**src/rtl/io_debounce_port_if.sv**
```systemverilog
// Board-side I/O bundle: raw switches and CPU output writes in; debounced
// switches, change pulses, output register and LED copy out.
interface io_debounce_port_if #(
    parameter int unsigned NBITS    = 8,
    parameter int unsigned NIO_BITS = 5
);
    logic [NIO_BITS-1:0] swi_raw;
    logic                saida_we;
    logic [NBITS-1:0]    saida_d;
    logic [NBITS-1:0]    entrada;
    logic                sw_changed;
    logic [NIO_BITS-1:0] sw_rise;
    logic [NBITS-1:0]    saida;
    logic [NIO_BITS-1:0] led;

    modport master (
        output swi_raw, saida_we, saida_d,
        input  entrada, sw_changed, sw_rise, saida, led
    );

    modport slave (
        input  swi_raw, saida_we, saida_d,
        output entrada, sw_changed, sw_rise, saida, led
    );
endinterface

```
**src/rtl/io_debounce_port.sv**
```systemverilog
// Switch synchronizer + per-bit debounce feeding the CPU input bus, and the
// CPU-written output register driving saida/LEDs.
module io_debounce_port #(
    parameter int unsigned NBITS           = 8,
    parameter int unsigned NIO_BITS        = 5,
    parameter int unsigned DEBOUNCE_CYCLES = 4
) (
    input  logic               clock,
    input  logic               reset,
    io_debounce_port_if.slave  bus
);
    localparam int unsigned    CW       = $clog2(DEBOUNCE_CYCLES + 1);
    localparam logic [CW-1:0]  CNT_LAST = CW'(DEBOUNCE_CYCLES - 1);

    logic [NIO_BITS-1:0] s1;
    logic [NIO_BITS-1:0] s2;
    logic [NIO_BITS-1:0] stable;
    logic [NIO_BITS-1:0] stable_nxt;
    logic [NIO_BITS-1:0] upd;
    logic [CW-1:0]       cnt     [NIO_BITS];
    logic [CW-1:0]       cnt_nxt [NIO_BITS];
    logic                sw_changed;
    logic [NIO_BITS-1:0] sw_rise;
    logic [NBITS-1:0]    saida;

    // Per-bit debounce: any cycle of agreement restarts the mismatch count.
    always_comb begin
        stable_nxt = stable;
        upd        = '0;
        for (int i = 0; i < int'(NIO_BITS); i++) begin
            cnt_nxt[i] = '0;
            if (s2[i] != stable[i]) begin
                if (cnt[i] == CNT_LAST) begin
                    stable_nxt[i] = s2[i];
                    upd[i]        = 1'b1;
                end else begin
                    cnt_nxt[i] = cnt[i] + CW'(1);
                end
            end
        end
    end

    always_ff @(posedge clock) begin
        if (reset) begin
            s1         <= '0;
            s2         <= '0;
            stable     <= '0;
            sw_changed <= 1'b0;
            sw_rise    <= '0;
            saida      <= '0;
            for (int i = 0; i < int'(NIO_BITS); i++) begin
                cnt[i] <= '0;
            end
        end else begin
            s1         <= bus.swi_raw;
            s2         <= s1;
            stable     <= stable_nxt;
            sw_changed <= |upd;
            sw_rise    <= upd & s2;
            if (bus.saida_we) begin
                saida <= bus.saida_d;
            end
            for (int i = 0; i < int'(NIO_BITS); i++) begin
                cnt[i] <= cnt_nxt[i];
            end
        end
    end

    assign bus.entrada    = NBITS'(stable);
    assign bus.sw_changed = sw_changed;
    assign bus.sw_rise    = sw_rise;
    assign bus.saida      = saida;
    assign bus.led        = saida[NIO_BITS-1:0];
endmodule

```
**src/flat_wrapper.sv**
```systemverilog
// flat-port wrapper written by rule: the top's interface ports become plain ports
module io_debounce_port_flat 
#(
    parameter int unsigned NBITS           = 8,
    parameter int unsigned NIO_BITS        = 5,
    parameter int unsigned DEBOUNCE_CYCLES = 4
)
  (clock, reset, bus_swi_raw, bus_saida_we, bus_saida_d, bus_entrada, bus_sw_changed, bus_sw_rise, bus_saida, bus_led);
  io_debounce_port_if #(.NBITS(NBITS), .NIO_BITS(NIO_BITS)) bus_i ();
  input  logic clock;
  input  logic reset;
  input wire logic [$bits(bus_i.swi_raw)-1:0] bus_swi_raw;
  input wire logic [$bits(bus_i.saida_we)-1:0] bus_saida_we;
  input wire logic [$bits(bus_i.saida_d)-1:0] bus_saida_d;
  output wire logic [$bits(bus_i.entrada)-1:0] bus_entrada;
  output wire logic [$bits(bus_i.sw_changed)-1:0] bus_sw_changed;
  output wire logic [$bits(bus_i.sw_rise)-1:0] bus_sw_rise;
  output wire logic [$bits(bus_i.saida)-1:0] bus_saida;
  output wire logic [$bits(bus_i.led)-1:0] bus_led;
  assign bus_i.swi_raw = bus_swi_raw;
  assign bus_i.saida_we = bus_saida_we;
  assign bus_i.saida_d = bus_saida_d;
  assign bus_entrada = bus_i.entrada;
  assign bus_sw_changed = bus_i.sw_changed;
  assign bus_sw_rise = bus_i.sw_rise;
  assign bus_saida = bus_i.saida;
  assign bus_led = bus_i.led;
  io_debounce_port #(.NBITS(NBITS), .NIO_BITS(NIO_BITS), .DEBOUNCE_CYCLES(DEBOUNCE_CYCLES)) u_core (.clock(clock), .reset(reset), .bus(bus_i));
endmodule
```
**config.mk**
```make
export PLATFORM = sky130hd
export DESIGN_NAME = io_debounce_port_flat
export DESIGN_NICKNAME = d
export VERILOG_FILES = /design/src/rtl/io_debounce_port_if.sv /design/src/rtl/io_debounce_port.sv /design/src/flat_wrapper.sv
export SDC_FILE = /design/constraint.sdc
export NUM_CORES = 1
export LEC_CHECK = 0
export CAP_MARGIN = 10
export CELL_PAD_IN_SITES_DETAIL_PLACEMENT = 1
export CELL_PAD_IN_SITES_GLOBAL_PLACEMENT = 1
export CORE_UTILIZATION = 33
export DETAILED_ROUTE_END_ITERATION = 6
export PLACE_DENSITY = 0.77
export SYNTH_ARGS = -nofsm -noshare
export SYNTH_HDL_FRONTEND = slang
export SYNTH_SLANG_ARGS = --single-unit
```
**constraint.sdc**
```tcl
create_clock -name clock -period 1.26 [get_ports clock]
set_input_delay 0.189 -clock clock [delete_from_list [all_inputs] [get_ports clock]]
set_output_delay 0.189 -clock clock [all_outputs]
set_load 0.01 [all_outputs]
```
* Word-level counts from Yosys, hierarchy flattened *
Memories as Yosys holds them, arrays and structs flattened.
Index checks and enable logic that the tools add are counted.

word-level totals
  input bits = 16
  word-level logic and storage cells = 66
  bits in registers = 29
  output and inout bits = 27
  memory bits (writable) = 15
  memories = 1

memories
  memory      depth  bits a word  read ports  clocked after memory_dff  wr ports  RTL line                text
  u_core.cnt  5      3            5           0                         5         io_debounce_port.sv:20  logic [CW-1:0] cnt [NIO_BITS];

cells by class
  multiplexer cells = 28
  reduce and logical (&&, ||, !) cells = 6
  bitwise operators = 6
  add/sub/neg operators = 5
  equality and inequality tests = 10

operators by type and width
  kind                                                             count
  3-bit two-way mux                                                15
  3-bit by 1-bit adder with 3-bit output, second input constant    5
  3-bit by 2-bit == test with 1-bit output, second input constant  5
  1-bit two-way mux                                                13
  2-bit AND reduction                                              5
  5-bit bitwise AND                                                1
  1-bit != test                                                    5
  1-bit OR                                                         5
  5-bit OR reduction                                               1

* Longest topological paths before layout *
An unclocked memory read counts as a cell.

  depth after elaboration = 5
  depth in mapped cells = 5

* Worst setup path before layout *
No wires, ideal clock.

  path type = register to register
  start point = mem u_core.cnt[0][12] in the netlist's numbering
  end point = reg u_core.sw_changed (netlist: u_core.bus.sw_changed)
  arrival = 1.120 ns
  cell stages (with the launch flop) = 6
  data required time = 1.140 ns
  setup slack = 0.021 ns
  cell sequence = dfxtp_1 -> ha_1 -> ha_1 -> inv_1 -> o22ai_1 -> o31a_1

RTL lines
  item                  RTL line                text
  start, declared       io_debounce_port.sv:20
  end signal, assigned  io_debounce_port.sv:58  sw_changed <= |upd;
  end, declared         io_debounce_port.sv:22  logic sw_changed;

==> results.cfg <==
[outcome]
run_status = finished clean

[clock_tree]
cts-root-buf = clkbuf_8
clkSinkCount = 44
cts_tree = yes
worstSkewPairLatency_ps = 290
cts_buffer_depth = 2
h-tree-depth = 2
clk_pin_slew_ps = 80
cts_buffers = 5

[synthesis]
synth_edf_count = 0
synth_top_cell_by_area = dfxtp_1
yosys.area.top_type_share_pct = 53.5
syn_inst = 152
synth_area_mm2 = 0.00165
yosysWarnings = 0
synthMostInstantiatedCell = dfxtp_1
seq_area_frac_synth_pct = 53.5
synthTopCellsByCount = 44 x dfxtp_1, 16 x nor2_1, 15 x inv_1
ys_ff_latch = 44
ys_async_sr_fraction_pct = 0
syn_avg_cell_area_um2 = 10.8
ys.flop_type = dfxtp_1
synth_cell_type_count = 18
synthTopCellsByArea = dfxtp_1 53%, mux2i_1 7.9%, ha_1 7.6%

[power_and_ir_drop]
power_switching_share_pct = 21.3
p_comb_share_pct = 8.5
pwr-share-clk_pct = 34.5
p_int_mw = 2.00
irDropWorstVdd_mv = 0.631
power_density_mw_per_mm2 = 1050
p_sw_mw = 0.540
seq_power_share_pct = 57.0
leakagePower_nw = 1.01

[route]
drc = 0
drt_iter0_drc = 13
final_antenna_net_count = 0
vias = 1193
drt-wirelength-per-cell_um = 12.7
wl_um = 3510
viasPerCell = 4.31
drt-pass1-iter-count = 2

[sta]
slew_violations = 0
skew_ps = 5.26
fin_crit_sh_pct = 98.4
finalCriticalPeriod_ps = 1240
rsz0062_at_grt = yes
finalSetupViolCount = 0
fmax_mhz = 807
hold_violations = 0

[grt]
grt_use_met3_pct = 5.11
grt_overflow = 0
met2_usage_pct = 27.7
grt_usage_pct = 15.0
busiest_layer = met2
grt_pass1_wl_um = 5920
met1_usage_pct = 15.6
grt_max_degree = 13
grt_pass1_vias = 1346
antenna_found_initial = 0

[placement]
dp_hpwl_um = 2580
gp_congestion = 0.708
io_buffers = 39
placed_cell_area_mm2 = 0.00220

[min_path]
holdPathEnd = u_core.s2[4]
hp-class = register to register
worstHoldStart = u_core.s1[4]
hold_depth = 1

[cells_and_area]
area_growth_pct = 47.2
utilization_pct = 51.0
drive_above_1_share_pct = 32.9
design_area_mm2 = 0.00243
layout.nets = 235
n_antenna_cell = 0

[floorplanning]
initial_core_util_pct = 34.7
coreArea_mm2 = 0.00475
die-height_um = 72.7
dieArea_mm2 = 0.00528
die_w_um = 72.7
rows = 25
io-pin-count = 43

[worst_setup_path]
r2r_setup_slack_ps = 20
path_class = register to register
cp-start-kind = register
reg2reg_from = u_core.cnt[0][0]
cp.arrival_ps = 1470
ff2ff_path_depth = 4
worstPathMaxFanout = 3
cp.required_ps = 1490
endpoint_kind = register
reg2reg_to = u_core.cnt[0][2]

[job]
maxCapViolations = 0
[worst max path at each step]
stage | to | from | slack (ps)
finish | u_core.cnt[0][2] | u_core.cnt[0][0] | 20
global route | u_core.bus.sw_rise[4] | u_core.cnt[0][12] | -10
CTS | u_core.cnt[0][1] | u_core.cnt[0][0] | 5
detailed placement | u_core.cnt[0][9] | reset | -120
global placement | u_core.cnt[0][12] | reset | -80
floorplan | u_core.bus.sw_changed | u_core.cnt[0][12] | 20
[area by class of cell]
class | count | area, um^2
fillers | 534 | 2330
flip-flops and latches | 44 | 890
multi-input cells | 83 | 776
repair buffers | 60 | 531
clock buffers | 8 | 90.1
well taps | 67 | 83.8
inverters | 15 | 56.3
[flip-flops by register name (all words and copies together), names as in the netlist]
register / cells
u_core.stable: 5
u_core.bus.sw_changed: 1
u_core.bus.saida: 8
u_core.s2: 5
u_core.s1: 5
u_core.cnt: 15
u_core.bus.sw_rise: 5
[metrics by stage]
step / hold WS (ps) / total power, mW / setup TNS (ps) / setup slack, ps / cells
after floorplan: 317 / 1.58 / 0 / 20.6 / 154
after global placement: 405 / 1.69 / -1110 / -80.5 / 266
after detailed placement: 428 / 1.70 / -1750 / -116 / 266
after CTS: 444 / 2.57 / 0 / 4.69 / 276
after global routing: 458 / 2.67 / -25.0 / -11.0 / 277
final: 443 / 2.54 / 0 / 20.1 / 277
[power by group through the flow]
stage | Sequential [mW] | Clock (mW) | Combinational, mW
global placement | 1.47 | 0 | 0.217
global route | 1.45 | 0.987 | 0.235
finish | 1.45 | 0.876 | 0.216
floorplan | 1.48 | 0 | 0.102
detailed placement | 1.48 | 0 | 0.226
CTS | 1.45 | 0.910 | 0.215
[cells in the final DEF, fill, tap and decap left out, types with 5 or more instances in the layout]
cell / count
buf_4: 20
clkbuf_8: 6
clkdlybuf4s50_1: 15
dfxtp_1: 37
dfxtp_2: 7
dlygate4sd2_1: 24
ha_4: 9
inv_1: 11
mux2i_1: 13
nor2_1: 14
nor2_2: 12
nor2b_1: 11
or3_4: 5
xnor2_1: 5
[per-layer routing]
| layer | up-vias | part of all wire (%) |
|---|---|---|
| met5 | - | 0 |
| met4 | 0 | 1.3 |
| met3 | 4 | 6.9 |
| met2 | 44 | 52 |
| met1 | 561 | 40 |
| li1 | 584 | - |
[cell families after synthesis]
family | after synthesis | synth area share [%]
AOI/OAI and AO/OA | 3 | 1.29
xor gates and xnor gates | 5 | 2.66
adders and majority gates | 10 | 7.59
buffers and inverters | 27 | 8.20
DFF | 44 | 53.5
muxes | 13 | 7.90
other | 1 | 0.228
and+or+nand+nor | 49 | 18.7
[what timing repair did]
action                     CTS  global route
resized for setup           53             6
pin swaps                   13             8
setup endpoints to repair   41            10
cloned                       0             0
hold buffers                 0             0
buffers inserted             2             1
[critical path, stage by stage, from the launching register on]
cell     delay, ps
dfxtp_2        340
ha_4           160
ha_4           160
or3_4          410
nor2_2         120
No activity file was read; power rests on OpenSTA's default activity.
